--- src/rtl/multicycle_sequencer.sv ---
// -----------------------------------------------------------------------------
// multicycle_sequencer
//   Phase sequencer for the single-issue multicycle CPU. It steps each
//   instruction through FETCH -> DECODE -> [MEM] -> WB, generates one-hot Moore
//   phase strobes, and owns the program counter. It also handles relative
//   branches, halt, and run/idle control.
//
//   Optional feature: define MULTICYCLE_SEQ_PERF_EN to build the retired and
//   stall performance counters. When it is undefined, both counter ports
//   read 0.
//
// Ports
//   clk            : clock, rising edge
//   reset          : synchronous, active-high reset
//   run            : level; allows a new instruction to start
//   is_mem_op      : from decode, sampled in DECODE
//   mem_ready      : data memory done, sampled in MEM
//   branch_taken   : sampled in WB
//   branch_offset  : signed offset in instructions, sampled in WB
//   halt_insn      : sampled in WB; takes priority over the branch
//   pc             : address of the current instruction
//   fetch_en/decode_en/mem_en/wb_en : one-hot phase strobes
//   mem_req        : data memory request (same as mem_en)
//   halted         : high in HALT
//   retired_count  : instructions retired (saturating)
//   stall_count    : MEM cycles with mem_ready low (saturating)
// -----------------------------------------------------------------------------
module multicycle_sequencer #(
    parameter int PC_W     = 32,
    parameter int PC_STEP  = 4,
    parameter int RESET_PC = 0,
    parameter int OFF_W    = 24,
    parameter int CNT_W    = 32
) (
    input  logic             clk,
    input  logic             reset,
    input  logic             run,
    input  logic             is_mem_op,
    input  logic             mem_ready,
    input  logic             branch_taken,
    input  logic [OFF_W-1:0] branch_offset,
    input  logic             halt_insn,
    output logic [PC_W-1:0]  pc,
    output logic             fetch_en,
    output logic             decode_en,
    output logic             mem_en,
    output logic             wb_en,
    output logic             mem_req,
    output logic             halted,
    output logic [CNT_W-1:0] retired_count,
    output logic [CNT_W-1:0] stall_count
);

    typedef enum logic [2:0] {
        S_IDLE   = 3'd0,
        S_FETCH  = 3'd1,
        S_DECODE = 3'd2,
        S_MEM    = 3'd3,
        S_WB     = 3'd4,
        S_HALT   = 3'd5
    } state_t;

    // PC_STEP is a power of two, so offset * PC_STEP is a left shift.
    localparam int STEP_SH = $clog2(PC_STEP);
    // The offset is sign-extended to at least PC_W bits before it is
    // truncated, so a wide offset simply wraps modulo 2^PC_W.
    localparam int EXT_W   = (OFF_W > PC_W) ? OFF_W : PC_W;

    state_t state, state_nxt;

    logic [EXT_W-1:0] off_wide;
    logic [PC_W-1:0]  off_bytes;
    logic [PC_W-1:0]  pc_seq;
    logic [PC_W-1:0]  pc_nxt;

    // ---------------- state register ----------------
    always_ff @(posedge clk) begin
        if (reset) state <= S_IDLE;
        else       state <= state_nxt;
    end

    // ---------------- next-state logic ----------------
    always_comb begin
        state_nxt = state;
        case (state)
            S_IDLE:   if (run) state_nxt = S_FETCH;
            S_FETCH:  state_nxt = S_DECODE;
            S_DECODE: state_nxt = is_mem_op ? S_MEM : S_WB;
            S_MEM:    if (mem_ready) state_nxt = S_WB;
            S_WB: begin
                if (halt_insn) state_nxt = S_HALT;
                else if (run)  state_nxt = S_FETCH;
                else           state_nxt = S_IDLE;
            end
            S_HALT:   state_nxt = S_HALT;
            default:  state_nxt = S_IDLE;
        endcase
    end

    // ---------------- Moore outputs ----------------
    always_comb begin
        fetch_en  = 1'b0;
        decode_en = 1'b0;
        mem_en    = 1'b0;
        wb_en     = 1'b0;
        halted    = 1'b0;
        case (state)
            S_FETCH:  fetch_en  = 1'b1;
            S_DECODE: decode_en = 1'b1;
            S_MEM:    mem_en    = 1'b1;
            S_WB:     wb_en     = 1'b1;
            S_HALT:   halted    = 1'b1;
            default:  ;
        endcase
    end

    assign mem_req = mem_en;

    // ---------------- program counter ----------------
    assign off_wide  = EXT_W'($signed(branch_offset));
    assign off_bytes = off_wide[PC_W-1:0] << STEP_SH;
    assign pc_seq    = pc + PC_W'(PC_STEP);
    assign pc_nxt    = branch_taken ? (pc_seq + off_bytes) : pc_seq;

    // A halting WB leaves the PC on the halt instruction.
    always_ff @(posedge clk) begin
        if (reset)                          pc <= PC_W'(RESET_PC);
        else if (state == S_WB && !halt_insn) pc <= pc_nxt;
    end

    // ---------------- performance counters ----------------
`ifdef MULTICYCLE_SEQ_PERF_EN
    logic [CNT_W-1:0] retired_q;
    logic [CNT_W-1:0] stall_q;

    always_ff @(posedge clk) begin
        if (reset) begin
            retired_q <= '0;
            stall_q   <= '0;
        end else begin
            if (state == S_WB && !(&retired_q))
                retired_q <= retired_q + 1'b1;
            if (state == S_MEM && !mem_ready && !(&stall_q))
                stall_q <= stall_q + 1'b1;
        end
    end

    assign retired_count = retired_q;
    assign stall_count   = stall_q;
`else
    assign retired_count = '0;
    assign stall_count   = '0;
`endif

endmodule
--- config.mk ---
export PLATFORM = sky130hd
export DESIGN_NAME = multicycle_sequencer
export DESIGN_NICKNAME = d
export VERILOG_FILES = /design/src/rtl/multicycle_sequencer.sv
export SDC_FILE = /design/constraint.sdc
export NUM_CORES = 1
export LEC_CHECK = 0
export CAP_MARGIN = 20
export CORE_AREA = 2 2 99 101
export CTS_CLUSTER_DIAMETER = 50
export CTS_CLUSTER_SIZE = 40
export DETAILED_ROUTE_END_ITERATION = 8
export DIE_AREA = 0 0 101 103
export MAX_ROUTING_LAYER = met4
export PLACE_DENSITY = 0.81
export SYNTH_ARGS = -nofsm -noshare
export SYNTH_HDL_FRONTEND = slang
export SYNTH_SLANG_ARGS = --single-unit
--- constraint.sdc ---
create_clock -name clk -period 4.6 [get_ports clk]
set_input_delay 0.92 -clock clk [delete_from_list [all_inputs] [get_ports clk]]
set_output_delay 0.92 -clock clk [all_outputs]
set_load 0.01 [all_outputs]
==> flow_metrics.tcl <==
set metrics [dict create \
    outcome "complete, no violations" \
    top_layer "met4" \
    place_ws_ns 0.604 \
    r2r-start "pc[4]$_SDFFE_PP0P_" \
    synth_warnings 0 \
    yosysMostFrequentCell "buf_4" \
    port_buffers 66 \
    seqPwrFrac_pct 36.9 \
    crit_end "pc[25]$_SDFFE_PP0P_" \
    antenna_found_initial 0 \
    critPathMaxStageDelay_ns 0.45 \
    yosysTopAreaCellShare_pct 14.8 \
    die_area_um2 10400 \
    vdd.ir_drop.worst_mv 0.0987 \
    synth_seq_area_share_pct 14.8 \
    cp_slowest_cell "dfxtp_1" \
    cts_sinks 33 \
    fin_nets 719 \
    cp_data_arrival_time_ns 4.24 \
    cp_max_fo 7 \
    setup_ws_ns 0.538 \
    p_leak_nw 2.21 \
    dpl.hpwl_um 8960 \
    clkPwrFrac_pct 28.4 \
    async_flop_share_pct 0 \
    period_needed_ns 4.06 \
    cp_cell_sequence "and3_1 > and3_4 > nand3_1 > nor3_1 > nand3_1 > xnor2_1 > ha_1 > nand2_1 > or3b_1 > o21ai_2 > o21ai_2 > o21bai_1 > a21oi_2 > xnor2_1 > a2111oi_1" \
    cts_tree "built" \
    critPathRequiredTime_ns 4.78 \
    criticalPathCategory "reg -> reg" \
    syn_avg_cell_area_um2 7.39 \
    die_w_um 101 \
    nFillCells 911 \
    finalHoldViolCount 0 \
    cp.depth 15 \
    hold_class "reg -> reg" \
    pwr-share-comb_pct 34.8 \
    critPathLaunch "pc[4]$_SDFFE_PP0P_" \
    grt.total_usage_pct 23.0 \
    core.rowCount 36 \
    p_switching_w 0.000331 \
    drt-total-wl_um 11700 \
    final_antenna_net_count 0 \
    cts-hold-fix-buffers 0 \
    tightest_slew_ns 0.928 \
    yosysTopAreaCell "dfxtp_1" \
    clock_path_buffers 2 \
    first_iter_violations 249 \
    p_per_area_nw_per_um2 180 \
    synth_edf_count 0 \
    vias 4364 \
    synthesis.area_um2 4480 \
    cap_violations 0 \
    viasPerCell 5.70 \
    rsz0062_at_grt "no" \
    ctsHtreeMaxLevel 2 \
    place.gp.congestion 0.990 \
    initial_core_util_pct 47.3 \
    holdWs_ns 0.530 \
    r2r_end "pc[25]$_SDFFE_PP0P_" \
    firstDrtPassIters 5 \
    cts_setup_buffers 0 \
    wl_met1_um 5090 \
    ys_types 67 \
    p_total_w 0.000904 \
    drcViolationCount 0 \
    ys.flop_type "dfxtp_1" \
    grt_overflow 0 \
    grt_max_degree 56 \
    slew_viol_final 0 \
    area_growth_pct 12.2 \
    core_um2 9460 \
    reg2reg_depth 15 \
    io_pins 133 \
    diodes 0 \
    cts_root_buffer "clkbuf_8" \
    ctsResizeCount 0 \
    syn_inst 606 \
    die_height_um 103 \
    synth_top_cells_by_area "dfxtp_1, buf_4, ha_1" \
    wl_per_cell_um 15.3 \
    path_delay_family "simple AND/OR/NAND/NOR gates" \
    rrSetupSlack_ns 0.54 \
    fin_crit_sh_pct 88.3 \
    clk_latency_ns 0.29 \
    grt_pass1_wl_um 18800 \
    p_int_w 0.000574 \
    grt_pass1_vias 3967 \
    crit_buf_inv 0 \
    swShare_pct 36.6 \
    clk_pin_slew_worst_paths_ns 0.08 \
    yosys-top-cells-count "buf_4, nor2_1, a21oi_1" \
    cts_buffers 5 \
    critPathCaptureType "flop" \
    met2_length_um 5600 \
    final-setup-viol-count 0 \
    skew_ns 0.00585 \
    synth-seq-cells 33 \
    slew_headroom_pct 38.1 \
    fmax_ghz 0.246 \
    drive_above_1_share_pct 5.22 \
    start_kind "flop" \
    tns_ns 0 \
    dr_wl_met3_um 648 \
]
cells in the final DEF, fill, tap and decap left out, types with 3 or more instances in the layout:
cell              n
a31oi_1           3
or3_1             4
a22oi_1           4
o21bai_1          9
and4_1            4
a41oi_2           3
a311oi_1          5
nand2_1          41
xnor2_1          32
and3_1           12
nor3b_1           4
o21a_1            3
ha_1             37
conb_1           66
and3_4            3
o21ai_0          31
a21oi_2           3
dfxtp_1          33
inv_1            12
a21oi_1          55
nand2b_1          7
nor2_1           62
o21ai_1           3
clkbuf_8          7
nand4_1           8
a21o_1           21
clkdlybuf4s50_1  65
nor3_1           13
xor2_1           19
o211ai_1          3
nor4b_1           3
o21ai_2           4
a211oi_1          7
buf_4             3
nand3_1          20
per-stage QoR:
stage	cells	utilization, %	cell area (um2)
3_5_place_dp	757	52.0	4920
2_1_floorplan	671	-	4720
4_1_cts	765	53.1	5020
3_3_place_gp	757	52.0	4920
5_1_grt	765	53.1	5020
6_report	765	53.1	5020
layer usage:
metal / global-route usage (%) / vias up
li1: - / 2112
met1: 27.7 / 2045
met2: 38.8 / 174
met3: 2.58 / 33
met4: 10.3 / 0
met5: - / -
how the worst min path moves through the flow:
stage	from	end	slack, ns	cells past startpoint
2_1_floorplan	pc[23]$_SDFFE_PP0P_	pc[23]$_SDFFE_PP0P_	0.52	2
3_3_place_gp	pc[23]$_SDFFE_PP0P_	pc[23]$_SDFFE_PP0P_	0.51	2
3_5_place_dp	pc[23]$_SDFFE_PP0P_	pc[23]$_SDFFE_PP0P_	0.52	2
4_1_cts	pc[23]$_SDFFE_PP0P_	pc[23]$_SDFFE_PP0P_	0.53	2
5_1_grt	pc[23]$_SDFFE_PP0P_	pc[23]$_SDFFE_PP0P_	0.57	2
6_report	pc[23]$_SDFFE_PP0P_	pc[23]$_SDFFE_PP0P_	0.53	2
tightest hold or removal path: stages (launching register included):
cell and delay [ns]:
dfxtp_1 0.36, nand2_1 0.07, a21oi_1 0.05
registers in the layout, summed over array words and instances, names as in the netlist:
| signal | flops |
|---|---|
| pc | 30 |
| state | 3 |
power by group through the flow:
| stage | registers [W] | logic (W) | clock network (W) |
|---|---|---|---|
| 6_report | 0.000333 | 0.000314 | 0.000257 |
| 5_1_grt | 0.000336 | 0.000349 | 0.000270 |
| 4_1_cts | 0.000332 | 0.000310 | 0.000261 |
| 3_5_place_dp | 0.000339 | 0.000309 | 0 |
| 3_3_place_gp | 0.000337 | 0.000304 | 0 |
| 2_1_floorplan | 0.000330 | 0.000253 | 0 |
layout make-up:
type | instances | area (um2) | area share [%]
Clock buffer | 7 | 96.3 | 1.92
Clock inverter | 1 | 5.00 | 0.0997
Inverter | 13 | 48.8 | 0.972
Multi-Input combinational cell | 528 | 3390 | 67.5
Sequential cell | 33 | 661 | 13.2
Tap cell | 114 | 143 | 2.84
Timing Repair Buffer | 69 | 678 | 13.5
logic make-up (layout without fill, tap and decap cells):
group | after synthesis | count (layout) | share of synthesized area (%)
adders and majority gates | 38 | 38 | 10.8
buffers and inverters | 110 | 90 | 15.1
AOI/OAI and AO/OA | 172 | 172 | 25.6
other | 1 | 66 | 0.0838
xor gates and xnor gates | 51 | 51 | 9.98
and+or+nand+nor | 199 | 199 | 23.2
DFF | 33 | 33 | 14.8
muxes | 2 | 2 | 0.447
Note: power is estimated with default switching activity, not from simulation.
